--- src/rtl/cu_sequencer.sv ---
// rtl/cu_sequencer.sv - Complex CPU control-unit state sequencer (optional trap: CU_SEQ_ILLEGAL_TRAP_EN)
// Fetch/dispatch/execute walker with branch resolution and retired-instruction counter.
module cu_sequencer #(
  parameter int STATES = 40,
  parameter int CNT_W  = 16
) (
  input  logic              clk,
  input  logic              rst,
  input  logic              hold,
  input  logic [4:0]        opcode,
  input  logic [3:0]        nzcv,
  output logic [STATES-1:0] CPU_state,
  output logic [5:0]        state_idx,
  output logic              branch_taken,
  output logic              instr_done,
  output logic              illegal_op,
  output logic              trapped,
  output logic [CNT_W-1:0]  retired
);

  typedef enum logic [5:0] {
    S_FETCH1 = 6'd0, S_FETCH2, S_FETCH3,
    S_NOP1, S_MOV1, S_ALTMOV1, S_ALTMOV2, S_LDR1, S_LDR2,
    S_ALTLDR1, S_ALTLDR2, S_ALTLDR3, S_ALTLDR4,
    S_STR1, S_STR2, S_STR3, S_STR4,
    S_ALTSTR1, S_ALTSTR2, S_ALTSTR3, S_ALTSTR4,
    S_CMP1, S_B1, S_BGT1, S_BLT1, S_BEQ1,
    S_ADD1, S_ADD2, S_SUB1, S_SUB2, S_MUL1, S_MUL2,
    S_LSR1, S_LSR2, S_AND1, S_AND2, S_OR1, S_OR2, S_MVN1, S_MVN2
  } state_t;

  state_t             state, state_d;
  state_t             disp;
  logic               legal;
  logic               br_cond;
  logic               last;
  logic               branch_q, branch_d;
  logic               illegal_q, illegal_d;
  logic [CNT_W-1:0]   retired_q, retired_d;
  logic               trapped_q;
`ifdef CU_SEQ_ILLEGAL_TRAP_EN
  logic               trapped_d;
`endif

  logic n_f, z_f, v_f;
  assign n_f = nzcv[3];
  assign z_f = nzcv[2];
  assign v_f = nzcv[0];

  // Opcode decode to routine start state; illegal codes fall back to nop1.
  always_comb begin
    disp  = S_NOP1;
    legal = 1'b1;
    case (opcode)
      5'd0:    disp = S_NOP1;
      5'd1:    disp = S_MOV1;
      5'd2:    disp = S_ALTMOV1;
      5'd3:    disp = S_LDR1;
      5'd4:    disp = S_ALTLDR1;
      5'd5:    disp = S_STR1;
      5'd6:    disp = S_ALTSTR1;
      5'd7:    disp = S_CMP1;
      5'd8:    disp = S_B1;
      5'd9:    disp = S_BGT1;
      5'd10:   disp = S_BLT1;
      5'd11:   disp = S_BEQ1;
      5'd12:   disp = S_ADD1;
      5'd13:   disp = S_SUB1;
      5'd14:   disp = S_MUL1;
      5'd15:   disp = S_LSR1;
      5'd16:   disp = S_AND1;
      5'd17:   disp = S_OR1;
      5'd18:   disp = S_MVN1;
      default: begin
        disp  = S_NOP1;
        legal = 1'b0;
      end
    endcase
  end

  always_comb begin
    br_cond = 1'b0;
    case (opcode)
      5'd8:    br_cond = 1'b1;
      5'd9:    br_cond = !z_f && (n_f == v_f);
      5'd10:   br_cond = (n_f != v_f);
      5'd11:   br_cond = z_f;
      default: br_cond = 1'b0;
    endcase
  end

  always_comb begin
    last = 1'b0;
    case (state)
      S_NOP1, S_MOV1, S_ALTMOV2, S_LDR2, S_ALTLDR4, S_STR4, S_ALTSTR4,
      S_CMP1, S_B1, S_BGT1, S_BLT1, S_BEQ1,
      S_ADD2, S_SUB2, S_MUL2, S_LSR2, S_AND2, S_OR2, S_MVN2: last = 1'b1;
      default: last = 1'b0;
    endcase
  end

  always_comb begin
    state_d   = state;
    branch_d  = branch_q;
    illegal_d = illegal_q;
    retired_d = retired_q;
`ifdef CU_SEQ_ILLEGAL_TRAP_EN
    trapped_d = trapped_q;
`endif
    if (!hold) begin
      branch_d  = 1'b0;
      illegal_d = 1'b0;
      if (trapped_q) begin
        state_d = S_FETCH1;
      end else if (state == S_FETCH3) begin
        branch_d = br_cond;
        if (legal) begin
          state_d = disp;
        end else begin
          illegal_d = 1'b1;
`ifdef CU_SEQ_ILLEGAL_TRAP_EN
          state_d   = S_FETCH1;
          trapped_d = 1'b1;
`else
          state_d   = S_NOP1;
`endif
        end
      end else if (last) begin
        state_d   = S_FETCH1;
        retired_d = retired_q + 1'b1;
      end else begin
        state_d = state_t'(state + 6'd1);
      end
    end
  end

  always_ff @(posedge clk) begin
    if (rst) begin
      state     <= S_FETCH1;
      branch_q  <= 1'b0;
      illegal_q <= 1'b0;
      retired_q <= '0;
    end else begin
      state     <= state_d;
      branch_q  <= branch_d;
      illegal_q <= illegal_d;
      retired_q <= retired_d;
    end
  end

`ifdef CU_SEQ_ILLEGAL_TRAP_EN
  always_ff @(posedge clk) begin
    if (rst) trapped_q <= 1'b0;
    else     trapped_q <= trapped_d;
  end
`else
  assign trapped_q = 1'b0;
`endif

  always_comb begin
    CPU_state        = '0;
    CPU_state[state] = 1'b1;
  end

  assign state_idx    = state;
  assign branch_taken = branch_q;
  assign instr_done   = last;
  assign illegal_op   = illegal_q;
  assign trapped      = trapped_q;
  assign retired      = retired_q;

endmodule

--- config.mk ---
export PLATFORM = sky130hd
export DESIGN_NAME = cu_sequencer
export DESIGN_NICKNAME = d
export VERILOG_FILES = /design/src/rtl/cu_sequencer.sv
export SDC_FILE = /design/constraint.sdc
export NUM_CORES = 1
export LEC_CHECK = 0
export CORE_AREA = 8 8 75 77
export DETAILED_ROUTE_END_ITERATION = 16
export DIE_AREA = 0 0 83 85
export PLACE_DENSITY = 0.77
export SYNTH_ARGS = -nofsm -noshare
export SYNTH_HDL_FRONTEND = slang
export SYNTH_SLANG_ARGS = --single-unit
--- constraint.sdc ---
create_clock -name clk -period 5 [get_ports clk]
set_input_delay 1 -clock clk [delete_from_list [all_inputs] [get_ports clk]]
set_output_delay 1 -clock clk [all_outputs]
set_load 0.02 [all_outputs]
# Word level (Yosys, flattened, before mapping)
# Memory sizes are Yosys's and may differ from the RTL's. A register that Yosys moved wholly into a read port is not among the register bits.
# Index checks and enable logic that the tools add are counted.
# op_classes
addsub,2
n_mul,0
div,0
order_cmp,2
n_eq_ne,21
shift,0
n_mux,13
bitwise,2
n_reduce_logical,6
# ops
op,count
$pmux 6 s18,1
$eq 5x4->1 const B,8
$mux 6,5
$eq 5x3->1 const B,4
$reduce_or 19->1,1
$add 16x1->16 const B,1
$eq 5x5->1 const B,3
$eq 5x2->1 const B,2
$lt 6x7->1 const B,1
$add 6x1->6 const B,1
$demux 1 s6,1
$eq 6x2->1 const B,1
$ge 6x1->1 const B,1
$eq 5x1->1 const B,1
$logic_not 5->1,1
$mux 1,5
$pmux 1 s4,1
$reduce_and 3->1,1
$logic_and 1x1->1,2
$not 1->1,2
$eq 1x1->1,1
$logic_not 1->1,1
$ne 1x1->1,1
# word_totals
reg_bits,24
latch_bits,0
ram_bits,0
romBits,64
inputBits,12
output_inout_bits,66
word_cells,51
memories,1
# memory_table
memory,depth,word_bits,rd,rd_ports_with_merged_regs,wr,line_no,text
(no name shown),64,1,1,1,0,94,case (state)

# Depth between registers and ports, before layout
# Gate-level depths: netlist of run 1.
# logic_depth
depth_word,7
mapped_depth,10
ltp_nobuf,9

# Least setup slack after synthesis of run 1
# Ideal clock, no wire load.
# synth_timing
path_type,register to output
start,"register state[0], in the netlist state_idx[0]"
end,output CPU_state[17]
arrival_time_ps,1589
required_ps,4000
slack_ps,2411
path_stages_with_launch,5
n_path_buf,1
path_cell_list,dfxtp_1 -> clkbuf_1 -> inv_1 -> or3_1 -> nor2_1
# synth_via
elab_chain_len,4
elab_cells_between_ends,5
cone_classes,order compare: 2; mux: 2; reduce/logical: 1
# synth_rtl
element,line_no,text
from (decl),32,"state_t state, state_d;"
from (signal assigned),144,state <= state_d;
$lt 6x7->1 (implied by the code) / $ge 6x1->1 (equally long branches),162,CPU_state[state] = 1'b1;
$logic_and 1x1->1 (implied by the code),162,
$mux 1 (implied by the code),162,
$demux 1 s6 (*),162,
to (decl),12,"output logic [STATES-1:0] CPU_state,"
# Every way passes the cells marked *; elsewhere a longest branch is shown, timed or not.

# Worst setup path after layout of run 1
# layout_timing
start,"register state[0], in the netlist state_idx[0]"
end,output CPU_state[13]
# The elaborated chain is that of the path after synthesis.

==> summary.md, run 1 <==
| Metric | Value |
|---|---|
| Run status | finished clean |
| Drt drc | 0 |
| Max Slew Vio Count | 0 |
| Post-CTS Hold Buffers | 0 |
| RR Startpoint | state_idx[0] |
| Synth warnings | 0 |
| Seq/Total Area, Yosys | 0.292 |
| Num ports | around 80 |
| TritonCTS clock tree | yes |
| Hold crit path type | flop to flop |
| Worst-case register-to-register setup slack | 2370 ps |
| Inserted Clock Buffers | 3 |
| Syn_area_per_cell | 6.89 sq um |
| Worst Skew | 9.54 ps |
| CTS Sinks | 25 |
| Critical path launch point type | flop |
| DR vias | approximately 1900 |
| Synthesized Nets | 264 |
| Filler cells | approximately 440 |
| Routability cong. | 0.845 |
| Die Footprint | 7060 sq um |
| Vias in the first global route | 1788 |
| Sw frac | 0.328 |
| Initial Utilization | 0.378 |
| Final setup fails | 0 |
| Layout cells sized above 1 | 0.0354 |
| CP max FO | 10 |
| DPL Wire Length | around 3900 microns |
| RSZ-0062 raised after global routing | false |
| Fin nets | 327 |
| Distinct cells, synth | 47 |
| Final hold violations | 0 |
| Vias per Instance | 5.22 |
| Met2 Usage GRT | 0.226 |
| Internal power | 0.000315 W |
| P_sw | 0.000154 W |
| Chip Height | around 85 microns |
| GR Layer Usage met1 | 0.173 |
| Clock Tree Root | clkbuf_8 |
| Synthesis-stage register bit count | 25 |
| Ant diodes | 0 |
| Mapped Area | 1720 sq um |
| Final core occ | 0.553 |
| Overall global routing resource usage | 0.139 |
| Mean routed wirelength per cell | 13.9 microns |
| Clock Latency Late Sink | 270 ps |
| Final TNS setup | 0 ps |
| Critical Path Sink Type | output pin |
| Worst rel slew slack | 0.394 |
| Hold Path Cell Cnt | 2 |
| Arrival time at the worst endpoint | 2250 ps |
| Final wirelength | 5060 microns |
| Post-synth EDFFs | 0 |
| Most used DFF post-synth | dfxtp_1 |
| Cells after Synth | 249 |
| GR Overflow Total | 0 |
| WHS Endpoint | illegal_op |
| Leakage power | 0.863 nW |
| Max cap viols | 0 |
| I/O Buffers | 75 |
| PD cells | between 150 and 200 nW/um^2 |
| R2R depth | 8 |
| Tcrit/Tclk final | 0.651 |
| Initial antenna violation count | 0 |
| Routed Antenna Nets | 0 |
| Post-layout power | 0.000469 W |
| Tmin final | 3250 ps |
| Die width | 83 microns |
| Rows | 25 |
| DR pass1 iterations | 5 |
| Resize count post-CTS | 0 |
| Core area | about 4500 sq um |
| Post-synth ARST share | 0 |
| Clk buf depth | 2 |
| CP required | 4000 ps |
| Combinational share of power | 0.273 |
| FMAX | between 0.3 and 0.4 GHz |
| Initial drt markers | around 110 |
| Placed insts | ~360 |
| Multi-input logic area | 1110 sq um |
| Finished Layout Cells | 365 |
| Worst slew pin tran | about 900 ps |
| H-Tree Depth | 1 |
| Post-CTS setup-driven buffer insertion count | 0 |
| P&R area growth vs syn | 46.1% |
| Sequential power share | 0.466 |
| VDD IR max | 133 uV |
| Worst-path clk slew | 90 ps |
| WS Path Type | flop to output pin |
| Beginning of the worst hold path | illegal_op |
| Pin count of the biggest net entering global routing | 27 |
| Global routing usage on met3 | 0.0450 |
| Reg2reg end | retired[12] |
| Top Usage Layer GRT | met2 |
| First-pass GRT wire length | ~8600 microns |
| Power share of the clock group | 0.261 |
| Reg area | around 500 sq um |
-- power groups by stage --
stage | combinational, W | clock, W | sequential [W]
after floorplan | 0.0000829 | 0 | 0.000221
after global placement | 0.000126 | 0 | 0.000222
after detailed placement | 0.000128 | 0 | 0.000223
after CTS | 0.000128 | 0.000125 | 0.000218
after global routing | 0.000143 | 0.000132 | 0.000220
final | 0.000128 | 0.000122 | 0.000218
-- logic make-up (layout without fill, tap and decap cells) --
| group | Yosys count | after routing | synth area share |
|---|---|---|---|
| flip-flops | 25 | 25 | 0.292 |
| other | 1 | 1 | 0.00219 |
| adder cells (fa/ha/maj) | 3 | 3 | 0.0219 |
| AND/OR/NAND/NOR | 143 | 143 | 0.393 |
| AO/OA/AOI/OAI | 37 | 37 | 0.149 |
| multiplexers | 1 | 1 | 0.00584 |
| XOR/XNOR | 15 | 15 | 0.0766 |
| buffers and inverters | 24 | 86 | 0.0598 |
-- worst max-delay path by stage --
stage,startpoint,end,depth (start not counted)
finish,state_idx[0],CPU_state[13],4
floorplan,state_idx[0],CPU_state[17],4
detailed placement,hold,retired[13],8
CTS,state_idx[0],CPU_state[21],4
global route,state_idx[0],CPU_state[25],4
global placement,hold,retired[13],8
-- per-layer routing --
metal	vias to the layer above	wire length (microns)
met2	78	2370
met1	857	2260
met5	-	0
met4	0	17
li1	970	-
met3	2	416
-- metrics by stage --
| step | cell area (sq um) | worst slack (ps) | hold slack (ps) |
|---|---|---|---|
| after global placement | 2460 | 1750 | 477 |
| after CTS | 2510 | 1710 | 506 |
| after detailed placement | 2460 | 1720 | 481 |
| after global routing | 2510 | 1560 | 539 |
| after floorplan | 1720 | 2410 | 570 |
| final | 2510 | 1750 | 498 |
-- layout make-up --
type,instances,area share
clock buffer,3,0.0165
clock inverter,1,0.00300
inverter,7,0.0105
multi-input combinational,200,0.444
sequential,25,0.200
tap,54,0.0270
timing repair buffer,75,0.300
-- placed cells by master, fill, tap and decap left out, drive strengths merged, types with 2 or more instances in the layout --
cell,synthesis,final
o211ai,3,3
xnor2,4,4
nor2,75,75
nand2b,2,2
nor3,3,3
o2111ai,2,2
xor2,11,11
dfxtp,25,25
or3,10,10
nor2b,4,4
nand3,10,10
or2,2,2
o21ai,10,10
nand2,17,17
nor3b,4,4
a21oi,8,8
clkbuf,13,3
clkdlybuf4s50,0,75
a32oi,2,2
nor4b,2,2
o221ai,2,2
ha,3,3
and3,3,3
a31oi,4,4
inv,7,7
nand4,4,4
-- worst max-delay path: stages (launching register included) --
cell,delay [ps]
dfxtp_1,570
inv_1,190
or3_1,480
nor2_1,130
clkdlybuf4s50_1,620
-- Yosys cell counts, drive strengths merged (2+ instances only) --
cell | n | area, sq um
a21oi | 8 | 40.0
a31oi | 4 | 31.3
a32oi | 2 | 17.5
and3 | 3 | 18.8
buf | 4 | 27.5
clkbuf | 13 | 48.8
dfxtp | 25 | 500
ha | 3 | 37.5
inv | 7 | 26.3
nand2 | 17 | 63.8
nand2b | 2 | 12.5
nand3 | 10 | 50.1
nand4 | 4 | 25.0
nor2 | 75 | 282
nor2b | 4 | 25.0
nor3 | 3 | 15.0
nor3b | 4 | 30.0
nor4b | 2 | 17.5
o2111ai | 2 | 17.5
o211ai | 3 | 22.5
o21ai | 10 | 50.1
o221ai | 2 | 23.8
or2 | 2 | 12.5
or3 | 10 | 62.6
xnor2 | 4 | 35.0
xor2 | 11 | 96.3
-- sequential cells by signal (all words and copies together) (netlist names) --
register      count
branch_taken      1
illegal_op        1
instr_done        1
retired          16
state_idx         6
Note: power is estimated with default switching activity, not from simulation.
==> run 2, diff against run 1 <==
- CORE_AREA: 8 8 75 77 -> 8 8 77 79
- DIE_AREA: 0 0 83 85 -> 0 0 85 87
- PLACE_DENSITY: 0.77 -> 0.76
- clock period: 5 -> 2.8 ns (I/O delays scaled with it)
==> run 2 against run 1 <==
Non-clock buffer count is 12 higher. Cell count grew 3.8%. First-iteration DRC count down 27%. Sequential power increased by 75%.
==> summary.md, run 2 (synthesis gave the netlist of run 1 again) <==
| Metric | Value |
|---|---|
| Filler cells | 481 (+8.3%) |
| Clock Tree Root | clkbuf_8 |
| WS Path Type | flop to output pin |
| Hold Path Cell Cnt | 2 (unchanged) |
| Worst-path cell chain | inv_1, or3_1, nor2_1, clkdlybuf4s50_1 |
| Drt drc | 0 (unchanged) |
| GR Overflow Total | 0 (unchanged) |
| CTS Sinks | 25 (unchanged) |
| Die Footprint | 7400 sq um (+4.8%) |
| Routability cong. | 0.841 (-0.44%) |
| WHS Endpoint | illegal_op |
| FMAX | 0.383 GHz |
| Worst-case register-to-register setup slack | 470 ps (-1900 ps) |
| DPL Wire Length | 4190 microns (+6.8%) |
| PD cells | 323 nW/um^2 (+73%) |
| Slowest cell delay on critical path | 630 ps (about the same) |
| First-pass GRT wire length | 8800 microns (+2.2%) |
| RR Startpoint | state_idx[3] |
| CP required | 2240 ps (-1760 ps) |
| Die width | 85 microns (+2.4%) |
| Clk buf depth | 2 (unchanged) |
| CP max FO | 8 (-2) |
| Tmin final | between 2000 and 3000 ps |
| Pin count of the biggest net entering global routing | 26 (-3.7%) |
| Tcrit/Tclk final | 0.933 |
| RSZ-0062 raised after global routing | false |
| P&R area growth vs syn | 51.7% |
| Run status | finished clean |
| Inserted Clock Buffers | 3 (unchanged) |
| Final setup fails | 0 (unchanged) |
| Initial Utilization | 0.354 (-0.0243) |
| Most frequent cells in the layout | nor2_1, clkdlybuf4s50_1, dfxtp_1 |
| Final TNS setup | 0 ps (unchanged) |
| Layout cells sized above 1 | 0.0774 (+0.0420) |
| Critical Path Sink Type | output pin |
| Worst Skew | 1.59 ps (-7.95 ps) |
| Core area | 4850 sq um (+6.9%) |
| Final hold violations | 0 (unchanged) |
| Mean routed wirelength per cell | 13.8 microns (-0.78%) |
| Max reg flops | 16 (unchanged) |
| Beginning of the worst hold path | illegal_op |
| Post-layout power | 0.000840 W (+79%) |
| Rows | 26 (+4.0%) |
| Worst hold slack | 507 ps (+9.11 ps) |
| Arrival time at the worst endpoint | 2050 ps (-200 ps) |
| R2R depth | 7 (-1) |
| H-Tree Depth | 1 (unchanged) |
| Vias per Instance | 5.18 (-0.87%) |
| Worst-path clk slew | 80 ps (about the same) |
| Critical path launch point type | flop |
| DR pass1 iterations | 4 (-1) |
| Leakage power | 0.924 nW (+7.0%) |
| Final wirelength | 5210 microns (+3.0%) |
| Reg2reg end | instr_done |
| VDD IR max | 241 uV (+80%) |
| Ant diodes | 0 (unchanged) |
| Vias in the first global route | 1893 (+5.9%) |
| Max Slew Vio Count | 0 (unchanged) |
| Initial antenna violation count | 0 (unchanged) |
| Clock Latency Late Sink | 260 ps (about the same) |
| Chip Height | 87 microns (+2.4%) |
| Num ports | 78 (unchanged) |
| Overall global routing resource usage | 0.139 (about the same) |
| Hold crit path type | flop to flop |
| Routed Antenna Nets | 0 (unchanged) |
| Post-CTS setup-driven buffer insertion count | 0 (unchanged) |
| I/O Buffers | 75 (unchanged) |
| DR vias | 1963 (+2.9%) |
| Max cap viols | 0 (unchanged) |
| Fin nets | 339 (+3.7%) |
| CP max-delay cell | clkdlybuf4s50_1 |
| Initial drt markers | 82 (-27%) |
| TritonCTS clock tree | yes |
## run 2: changes by cell type in the layout (fill, tap and decap cells not counted)
cell	change
or3_1	-1
dfxtp_2	+1
clkinvlp_4	-1
dfxtp_1	-1
buf_4	+12
or3_4	+1
clkinv_2	+1
## run 2: through the flow
stage / utilization / std cells / instance area [sq um] / setup slack [ps]
6_report: 0.537 / 379 / 2600 / 187
3_3_place_gp: 0.526 / 375 / 2550 / 179
2_1_floorplan: - / 249 / 1720 / 397
4_1_cts: 0.536 / 379 / 2600 / 106
3_5_place_dp: 0.526 / 375 / 2550 / 110
5_1_grt: 0.537 / 379 / 2600 / 45.3
## run 2: layout make-up
class	count	area, sq um	share of cell area
multi-input combinational	200	1120	0.429
clock buffer	3	41.3	0.0159
inverter	7	26.3	0.0101
tap	56	70.1	0.0269
timing repair buffer	87	841	0.323
sequential	25	502	0.193
clock inverter	1	5.00	0.00192
## run 2: worst max-delay path by stage
| stage | cells past startpoint | startpoint | to |
|---|---|---|---|
| after global routing | 4 | state_idx[4] | CPU_state[23] |
| after floorplan | 10 | state_idx[0] | retired[13] |
| after global placement | 8 | opcode[3] | instr_done |
| after CTS | 3 | state_idx[3] | CPU_state[0] |
| after detailed placement | 8 | opcode[3] | instr_done |
| final | 4 | state_idx[4] | CPU_state[16] |
## run 2: report_power, final
| part | internal, W | switching [W] |
|---|---|---|
| sequential | 0.000366 | 0.0000166 |
| clock | 0.0000991 | 0.000106 |
| combinational | 0.000109 | 0.000143 |
| total | 0.000574 | 0.000266 |
## run 2: what timing repair did
item | 4_1_cts | 5_1_grt
gates resized for setup | 0 | 2
setup endpoints to repair | 0 | 2
hold buffers | 0 | 0
## run 2: critical path, delay by kind of cell, from the launching register on
kind | cells | cell delay [ps]
buffers and inverters | 2 | 720
and+or+nand+nor | 2 | 600
DFF | 1 | 460
## run 2: metal layers
| layer | part of all wire | global-route usage |
|---|---|---|
| met1 | 0.43 | 0.156 |
| met2 | 0.47 | 0.247 |
| met3 | 0.096 | 0.0472 |
| met5 | 0 | 0 |
| met4 | 0.0052 | 0.0307 |
==> run 3, diff against run 2 <==
- CTS_CLUSTER_DIAMETER: unset -> 50
==> results of run 3 <==
No change in the layout: final DEF, timing and power equal those of run 2.
